**config.mk**
```make
export PLATFORM = sky130hd
export DESIGN_NAME = nbiot_ul_descrambler_flat
export DESIGN_NICKNAME = d
export VERILOG_FILES = /design/src/rtl/nbiot_ul_descrambler_if.sv /design/src/rtl/nbiot_ul_descrambler.sv /design/src/flat_wrapper.sv
export SDC_FILE = /design/constraint.sdc
export NUM_CORES = 1
export LEC_CHECK = 0
export CAP_MARGIN = 30
export CORE_UTILIZATION = 25
export DETAILED_ROUTE_END_ITERATION = 10
export PLACE_DENSITY_LB_ADDON = 0.1
export SYNTH_ARGS = -nofsm -noshare
export SYNTH_HDL_FRONTEND = slang
export SYNTH_SLANG_ARGS = --single-unit
```
**constraint.sdc**
```tcl
create_clock -name clk -period 2.9 [get_ports clk]
set_input_delay 0.435 -clock clk [delete_from_list [all_inputs] [get_ports clk]]
set_output_delay 0.435 -clock clk [all_outputs]
set_load 0.05 [all_outputs]
```
**src/rtl/nbiot_ul_descrambler_if.sv**
```systemverilog
// Handshake and control bundle for the NB-IoT uplink descrambler.
// The master side drives requests and input bits; the slave side is the descrambler.
interface nbiot_ul_descrambler_if #(
  parameter int CNT_W = 16
);
  logic             start;
  logic [30:0]      c_init;
  logic [CNT_W-1:0] len;
  logic             in_valid;
  logic             in_bit;
  logic             in_ready;
  logic             out_valid;
  logic             out_bit;
  logic             out_ready;
  logic             busy;
  logic             done;

  modport master (
    output start, c_init, len, in_valid, in_bit, out_ready,
    input  in_ready, out_valid, out_bit, busy, done
  );

  modport slave (
    input  start, c_init, len, in_valid, in_bit, out_ready,
    output in_ready, out_valid, out_bit, busy, done
  );
endinterface

```
**src/rtl/nbiot_ul_descrambler.sv**
```systemverilog
// Serial Gold-sequence descrambler: two 31-bit LFSRs stepped once per accepted bit,
// after an NC-step warm-up, XOR c(n) onto the received hard-bit stream.
//
// state | meaning
// IDLE  | waiting for start with len != 0
// WARM  | stepping both LFSRs every cycle to discard the first NC outputs
// RUN   | stepping once per accepted input bit until len bits are taken
module nbiot_ul_descrambler #(
  parameter int NC    = 1600,
  parameter int CNT_W = 16
) (
  input  logic                    clk,
  input  logic                    reset,
  nbiot_ul_descrambler_if.slave   bus
);
  localparam int WARM_W = $clog2(NC + 1);

  typedef enum logic [1:0] {
    IDLE = 2'd0,
    WARM = 2'd1,
    RUN  = 2'd2
  } state_t;

  state_t           state_q, state_d;
  logic [30:0]      x1_q, x2_q;
  logic [CNT_W-1:0] len_q, bit_cnt_q;
  logic [WARM_W-1:0] warm_cnt_q;
  logic             out_valid_q, out_bit_q, done_q;

  logic c_bit, in_ready, accept, last_bit, load, step, warm_tc;

  assign c_bit    = x1_q[0] ^ x2_q[0];
  assign in_ready = (state_q == RUN) && (!out_valid_q || bus.out_ready);
  assign accept   = bus.in_valid && in_ready;
  assign last_bit = (bit_cnt_q == len_q - CNT_W'(1));
  assign warm_tc  = (warm_cnt_q == WARM_W'(NC - 1));
  assign step     = (state_q == WARM) || accept;

  always_comb begin
    state_d = state_q;
    load    = 1'b0;
    case (state_q)
      IDLE: begin
        if (bus.start && (bus.len != '0)) begin
          load    = 1'b1;
          state_d = WARM;
        end
      end
      WARM: if (warm_tc) state_d = RUN;
      RUN:  if (accept && last_bit) state_d = IDLE;
      default: state_d = IDLE;
    endcase
  end

  always_ff @(posedge clk or negedge reset) begin
    if (!reset) state_q <= IDLE;
    else        state_q <= state_d;
  end

  // LFSR windows: bit 0 is x(n), new bit enters at position 30.
  always_ff @(posedge clk or negedge reset) begin
    if (!reset) begin
      x1_q       <= '0;
      x2_q       <= '0;
      len_q      <= '0;
      bit_cnt_q  <= '0;
      warm_cnt_q <= '0;
    end else if (load) begin
      x1_q       <= 31'h1;
      x2_q       <= bus.c_init;
      len_q      <= bus.len;
      bit_cnt_q  <= '0;
      warm_cnt_q <= '0;
    end else if (step) begin
      x1_q <= {x1_q[3] ^ x1_q[0], x1_q[30:1]};
      x2_q <= {x2_q[3] ^ x2_q[2] ^ x2_q[1] ^ x2_q[0], x2_q[30:1]};
      if (state_q == WARM) warm_cnt_q <= warm_cnt_q + WARM_W'(1);
      if (accept)          bit_cnt_q  <= bit_cnt_q + CNT_W'(1);
    end
  end

  always_ff @(posedge clk or negedge reset) begin
    if (!reset) begin
      out_valid_q <= 1'b0;
      out_bit_q   <= 1'b0;
      done_q      <= 1'b0;
    end else begin
      done_q <= accept && last_bit;
      if (accept) begin
        out_bit_q   <= bus.in_bit ^ c_bit;
        out_valid_q <= 1'b1;
      end else if (bus.out_ready) begin
        out_valid_q <= 1'b0;
      end
    end
  end

  assign bus.in_ready  = in_ready;
  assign bus.out_valid = out_valid_q;
  assign bus.out_bit   = out_bit_q;
  assign bus.busy      = (state_q != IDLE);
  assign bus.done      = done_q;
endmodule
```
**src/flat_wrapper.sv**
```systemverilog
// flat-port wrapper written by rule: the top's interface ports become plain ports
module nbiot_ul_descrambler_flat 
#(
  parameter int NC    = 1600,
  parameter int CNT_W = 16
)
  (clk, reset, bus_start, bus_c_init, bus_len, bus_in_valid, bus_in_bit, bus_out_ready, bus_in_ready, bus_out_valid, bus_out_bit, bus_busy, bus_done);
  nbiot_ul_descrambler_if #(.CNT_W(CNT_W)) bus_i ();
  input  logic clk;
  input  logic reset;
  input wire logic [$bits(bus_i.start)-1:0] bus_start;
  input wire logic [$bits(bus_i.c_init)-1:0] bus_c_init;
  input wire logic [$bits(bus_i.len)-1:0] bus_len;
  input wire logic [$bits(bus_i.in_valid)-1:0] bus_in_valid;
  input wire logic [$bits(bus_i.in_bit)-1:0] bus_in_bit;
  input wire logic [$bits(bus_i.out_ready)-1:0] bus_out_ready;
  output wire logic [$bits(bus_i.in_ready)-1:0] bus_in_ready;
  output wire logic [$bits(bus_i.out_valid)-1:0] bus_out_valid;
  output wire logic [$bits(bus_i.out_bit)-1:0] bus_out_bit;
  output wire logic [$bits(bus_i.busy)-1:0] bus_busy;
  output wire logic [$bits(bus_i.done)-1:0] bus_done;
  assign bus_i.start = bus_start;
  assign bus_i.c_init = bus_c_init;
  assign bus_i.len = bus_len;
  assign bus_i.in_valid = bus_in_valid;
  assign bus_i.in_bit = bus_in_bit;
  assign bus_i.out_ready = bus_out_ready;
  assign bus_in_ready = bus_i.in_ready;
  assign bus_out_valid = bus_i.out_valid;
  assign bus_out_bit = bus_i.out_bit;
  assign bus_busy = bus_i.busy;
  assign bus_done = bus_i.done;
  nbiot_ul_descrambler #(.NC(NC), .CNT_W(CNT_W)) u_core (.clk(clk), .reset(reset), .bus(bus_i));
endmodule
```
==> results.toml, run 1 <==
[clock_network]
clkTransAtPathRegs_ns = 0.07
htreeDepth = 3
cts.sinks = 110
insertion_delay_ns = 0.35
cts_tree = "yes"
post-cts-setup-buffer-count = 0
cts_hold_buffers = 0
clock_path_buffers = 2
cts_buffers = 9
ctsResizeCount = 0
root_buffer = "clkbuf_16"

[timing]
fin_setup_tns_ns = 0
period_share_pct = 87.54
worstMarginPinSlew_ns = 0.7425
finalHoldViolations = 0
clock-skew-final_ns = 0.01162
max_clock_freq_mhz = 393.9
setup_viol = 0
slew_viol_final = 0
slew-limit-headroom_pct = 50.50
rsz0062_at_grt = "false"
period_needed_ns = 2.539

[yosys]
syn-mean-instance-area_um2 = 9.140
synth-edff-count = 0
synth.distinct_cells = 44
ys_seq_area_share_pct = 51.31
synthTopCellsByArea = "dfrtp_1, nand2_1, o21ai_0, mux2i_1, xor2_1"
synth_nets = 643
synthCells = 587
synth-seq-cells = 110
synth_top_area_share_pct = 51.31
yosys_warnings = 0
synth_ff_type = "dfrtp_1"
ys_async_sr_fraction_pct = 100.0
synth_top_area_cell = "dfrtp_1"
syn_area_mm2 = 0.005365

[worst_setup_path]
r2r_setup_slack_ns = 0.36
ff2ff_path_depth = 8
arrival_ns = 2.82
r2r_start = "u_core.len_q[0]"
timing.rr.end = "u_core.bus.done"
cp-end-kind = "flop"
crit_family = "simple AND/OR/NAND/NOR gates"
slowest_stage = "or3b_2"
start_kind = "flop"
path_cells = "inv_1 > ha_1 > or3b_2 > nor3_2 > xor2_1 > o221a_2 > o21ai_0 > o2111a_1"
max_stage_delay_ns = 0.55
critical_path_required_ns = 3.19
crit_type = "flop to flop"
critPathMaxFanout = 5
cp_num_buf_inv = 1

[die]
rows = 53
core_mm2 = 0.02102
num_io_pins = 58
die_area_mm2 = 0.02205
initial_core_util_pct = 25.52
die-width_um = 148.5
die_h_um = 148.5

[power_and_ir_drop]
p_total_uw = 4536
total_leakage_power_uw = 0.002713
vdd_drop_max_uv = 251.3
powerDensity_mw_per_mm2 = 683.5

[place]
dp.final_hpwl_mm = 8.540
routabilityCongestion = 0.7688
place_area_mm2 = 0.006360
port_buffers = 57

[global_route]
first_global_vias = 4061
antenna_found_initial = 0
grt_pass1_wl_mm = 20.95
grt_remaining_overflow = 0
grt_max_degree = 58
track_usage_pct = 11.93

[worst_hold_path]
hp-class = "primary input to asynchronous set/reset pin"

[finish]
n_fill_cell = 2117
drive_above_1_share_pct = 6.357
diodes = 0
num-nets-final = 696
finalInstanceArea_mm2 = 0.006636
finalCoreUtilization_pct = 31.57
syn_to_final_growth_pct = 23.69

[job]
drv_cap = 0

[routing]
routedWlPerCell_um = 13.28
initialDrtViolationCount = 120
ant_nets = 0
drt-total-wl_mm = 12.21
vias = 4055
drcViolationCount = 0
via_per_inst = 4.408
dr.pass1.iters = 4

[outcome]
status = "finished, final reports clean"
[registers in the layout (all words and copies together) (netlist names)]
register / count
u_core.x1_q: 31
u_core.state_q: 2
u_core.x2_q: 31
u_core.len_q: 16
u_core.bit_cnt_q: 16
u_core.bus.done: 1
u_core.warm_cnt_q: 11
u_core.bus.out_bit: 1
u_core.bus.out_valid: 1
[stage by stage]
step / setup WS [ns] / cells / hold slack (ns)
after floorplan: 0.6811 / 587 / 0.1394
after global placement: 0.2259 / 904 / 0.4606
after detailed placement: 0.2209 / 904 / 0.4693
after CTS: 0.3730 / 920 / 0.1743
after global routing: 0.1570 / 920 / 0.2047
final: 0.3614 / 920 / 0.1356
[worst register-to-register path: stages, from the launching register on]
cell	delay [ns]
dfrtp_1	0.42
inv_1	0.08
ha_1	0.20
or3b_2	0.55
nor3_2	0.34
xor2_1	0.11
o221a_2	0.27
o21ai_0	0.26
o2111a_1	0.24
[synth_stat cells, drive strengths merged (4+ instances only)]
cell,instances
nor2,34
nand4,11
nor4,12
a21oi,5
xor2,24
or3,5
inv,4
dfrtp,110
nand2,158
xnor2,18
a31oi,6
buf,12
nand3,9
nor3,7
o21ai,82
mux2i,30
clkbuf,20
and3,7
[area by class of cell]
type,instances,area (um2),share of cell area [%]
sequential,110,2753,41.48
multi-input combinational,441,2467,37.18
timing repair buffer,74,780.7,11.76
tap,275,344.1,5.185
clock buffer,13,250.2,3.771
clock inverter,3,26.28,0.3959
inverter,4,15.01,0.2262
[routing by layer]
layer  share of wire, %  track usage, %
met1                 50           15.89
met2                 47           19.30
met3                2.8           2.546
met4               0.83           3.557
met5                  0               0
[layout by cell type (no fill, tap or decap), drive strengths merged, types with 12 or more instances in the layout]
cell type / count
clkbuf: 13
nor4: 12
buf: 19
xnor2: 18
nor2: 34
dfrtp: 110
mux2i: 30
clkdlybuf4s50: 55
nand2: 158
o21ai: 82
xor2: 24
[report_power, final]
part	internal [uW]	switching (uW)
registers	1920	311
clock network	617	581
logic	534	572
total	3070	1460
[how the worst max path moves through the flow]
stage                          from         endpoint  slack [ns]  cells after the start
CTS                 u_core.len_q[0]  u_core.bus.done        0.37                      8
finish              u_core.len_q[0]  u_core.bus.done        0.36                      8
floorplan           u_core.len_q[0]  u_core.bus.done        0.68                      8
global route        u_core.len_q[0]  u_core.bus.done        0.16                      8
global placement         bus_len[1]  u_core.x2_q[12]        0.23                      7
detailed placement      bus_len[10]  u_core.x2_q[12]        0.22                      8
[cells by family after synthesis]
group	share of synthesized area, %
and+or+nand+nor	22.11
DFF	51.31
AOI/OAI and AO/OA	10.52
xor gates and xnor gates	6.856
buffers and inverters	2.915
muxes	5.597
adders and majority gates	0.6997
Note: power is estimated with default switching activity, not from simulation.
==> inputs of run 2 (changes only) <==
Settings changed: CTS_CLUSTER_DIAMETER from default to 200.
==> results of run 2 <==
Final layout, timing and power as in run 1 (identical DEF).
==> inputs of run 3 (changes only) <==
Settings changed: DONT_BUFFER_PORTS from default to 1.
==> run 3 against run 2 <==
  * Critical path type unchanged
  * Routed wire length fell by 2.7%
  * Fmax grew 6.0%
  * The flow now finishes with violations (hold timing)
  * Sequential cell count is the same
  * Sequential share of layout area is 4.8 points higher
  * Count of clock-buffer cells in the layout down 3
==> results.toml, run 3 (synthesis results as in run 1) <==
[clock_network]
clkTransAtPathRegs_ns = 0.08
cts.sinks = 110
post-cts-setup-buffer-count = 0
root_buffer = "clkbuf_16"
clock_path_buffers = 2
cts_buffers = 9
htreeDepth = 3
cts_tree = "yes"
insertion_delay_ns = 0.36
ctsResizeCount = 0

[global_route]
grt_max_degree = 125
antenna_found_initial = 0
track_usage_pct = 11.68
grt_pass1_wl_mm = 20.16
grt_remaining_overflow = 0
first_global_vias = 3986

[power_and_ir_drop]
vdd_drop_max_uv = 283.4
powerDensity_mw_per_mm2 = 740.5
total_leakage_power_uw = 0.002428

[worst_hold_path]
hp-class = "primary input to asynchronous set/reset pin"

[die]
die_h_um = 148.5
rows = 53
num_io_pins = 58
initial_core_util_pct = 25.52
core_mm2 = 0.02102
die-width_um = 148.5
die_area_mm2 = 0.02205

[worst_setup_path]
crit_type = "flop to flop"
critical_path_required_ns = 3.19
critPathMaxFanout = 5
arrival_ns = 2.68
start_kind = "flop"
ff2ff_path_depth = 8
cp-end-kind = "flop"

[finish]
drive_above_1_share_pct = 5.527
final_common_cell = "nand2_1"
top_regs = "u_core.x1_q (31), u_core.x2_q (31)"
num-nets-final = 630
diodes = 0
syn_to_final_growth_pct = 10.98
mostFrequentLayoutCells = "nand2_1, dfrtp_1, o21ai_0"

[routing]
dr.pass1.iters = 4
ant_nets = 0
vias = 3903
drt-total-wl_mm = 11.89
routedWlPerCell_um = 13.92
initialDrtViolationCount = 120
drcViolationCount = 0
via_per_inst = 4.570

[timing]
finalHoldViolations = 110
fin_setup_tns_ns = 0
period_share_pct = 82.59
period_needed_ns = 2.395
whs_ns = -0.2327
worstMarginPinSlew_ns = 0.6798
slew_viol_final = 0
slew-limit-headroom_pct = 54.59
max_clock_freq_mhz = 417.5
setup_viol = 0
rsz0062_at_grt = "false"
clock-skew-final_ns = 0.01182

[place]
routabilityCongestion = 0.7318
port_buffers = 0
dp.final_hpwl_mm = 7.975

[outcome]
status = "finished, violations left"
violations = "hold timing"

[job]
drv_cap = 0
[run 3: worst paths after layout]
| path | start | end | slack [ns] |
|---|---|---|---|
| hold / removal | reset | u_core.warm_cnt_q[0] | -0.23 |
| max in group asynchronous | reset | u_core.x1_q[7] | 2.97 |
| hold reg to reg | u_core.x1_q[10] | u_core.x1_q[10] | 0.48 |
| setup / recovery | u_core.len_q[0] | u_core.bus.done | 0.50 |
| min in group clk | bus_len[7] | u_core.len_q[7] | 0.19 |
| setup reg to reg | u_core.len_q[0] | u_core.bus.done | 0.50 |
[run 3: per-stage QoR]
stage | utilization, % | setup WS, ns | instances | power [uW] | instance area, um2
6_report | 28.33 | 0.5050 | 854 | 4409 | 5954
5_1_grt | 28.33 | 0.3688 | 854 | 4758 | 5954
4_1_cts | 28.33 | 0.4821 | 854 | 4497 | 5954
3_5_place_dp | 26.94 | 0.4829 | 838 | 3228 | 5664
3_3_place_gp | 26.94 | 0.5422 | 838 | 3199 | 5664
2_1_floorplan | - | 0.6811 | 587 | 2994 | 5365
[run 3: power by group]
part	switching [uW]	internal, uW
registers	305	1920
logic	512	447
clock network	618	607
[run 3: layout make-up]
type / instances / area (um2)
timing repair buffer: 8 / 85.08
inverter: 4 / 15.01
tap: 275 / 344.1
clock buffer: 10 / 229.0
sequential: 110 / 2753
multi-input combinational: 441 / 2467
clock inverter: 6 / 61.31
fill: 2213 / 15070
[run 3: metal layers]
layer	global-route usage [%]	up-vias	wire, um
li1	-	1967	-
met2	19.14	51	5692
met5	0	-	0
met3	2.607	14	419
met4	4.948	0	242
met1	14.73	1871	5531
[run 3: critical path, cell delays in order (launching register included)]
cell and delay (ns):
dfrtp_1 0.41, inv_1 0.09, ha_1 0.19, or3b_2 0.53, nor3_2 0.32, xor2_1 0.11, o221a_2 0.27, o21ai_0 0.22
o2111a_1 0.21
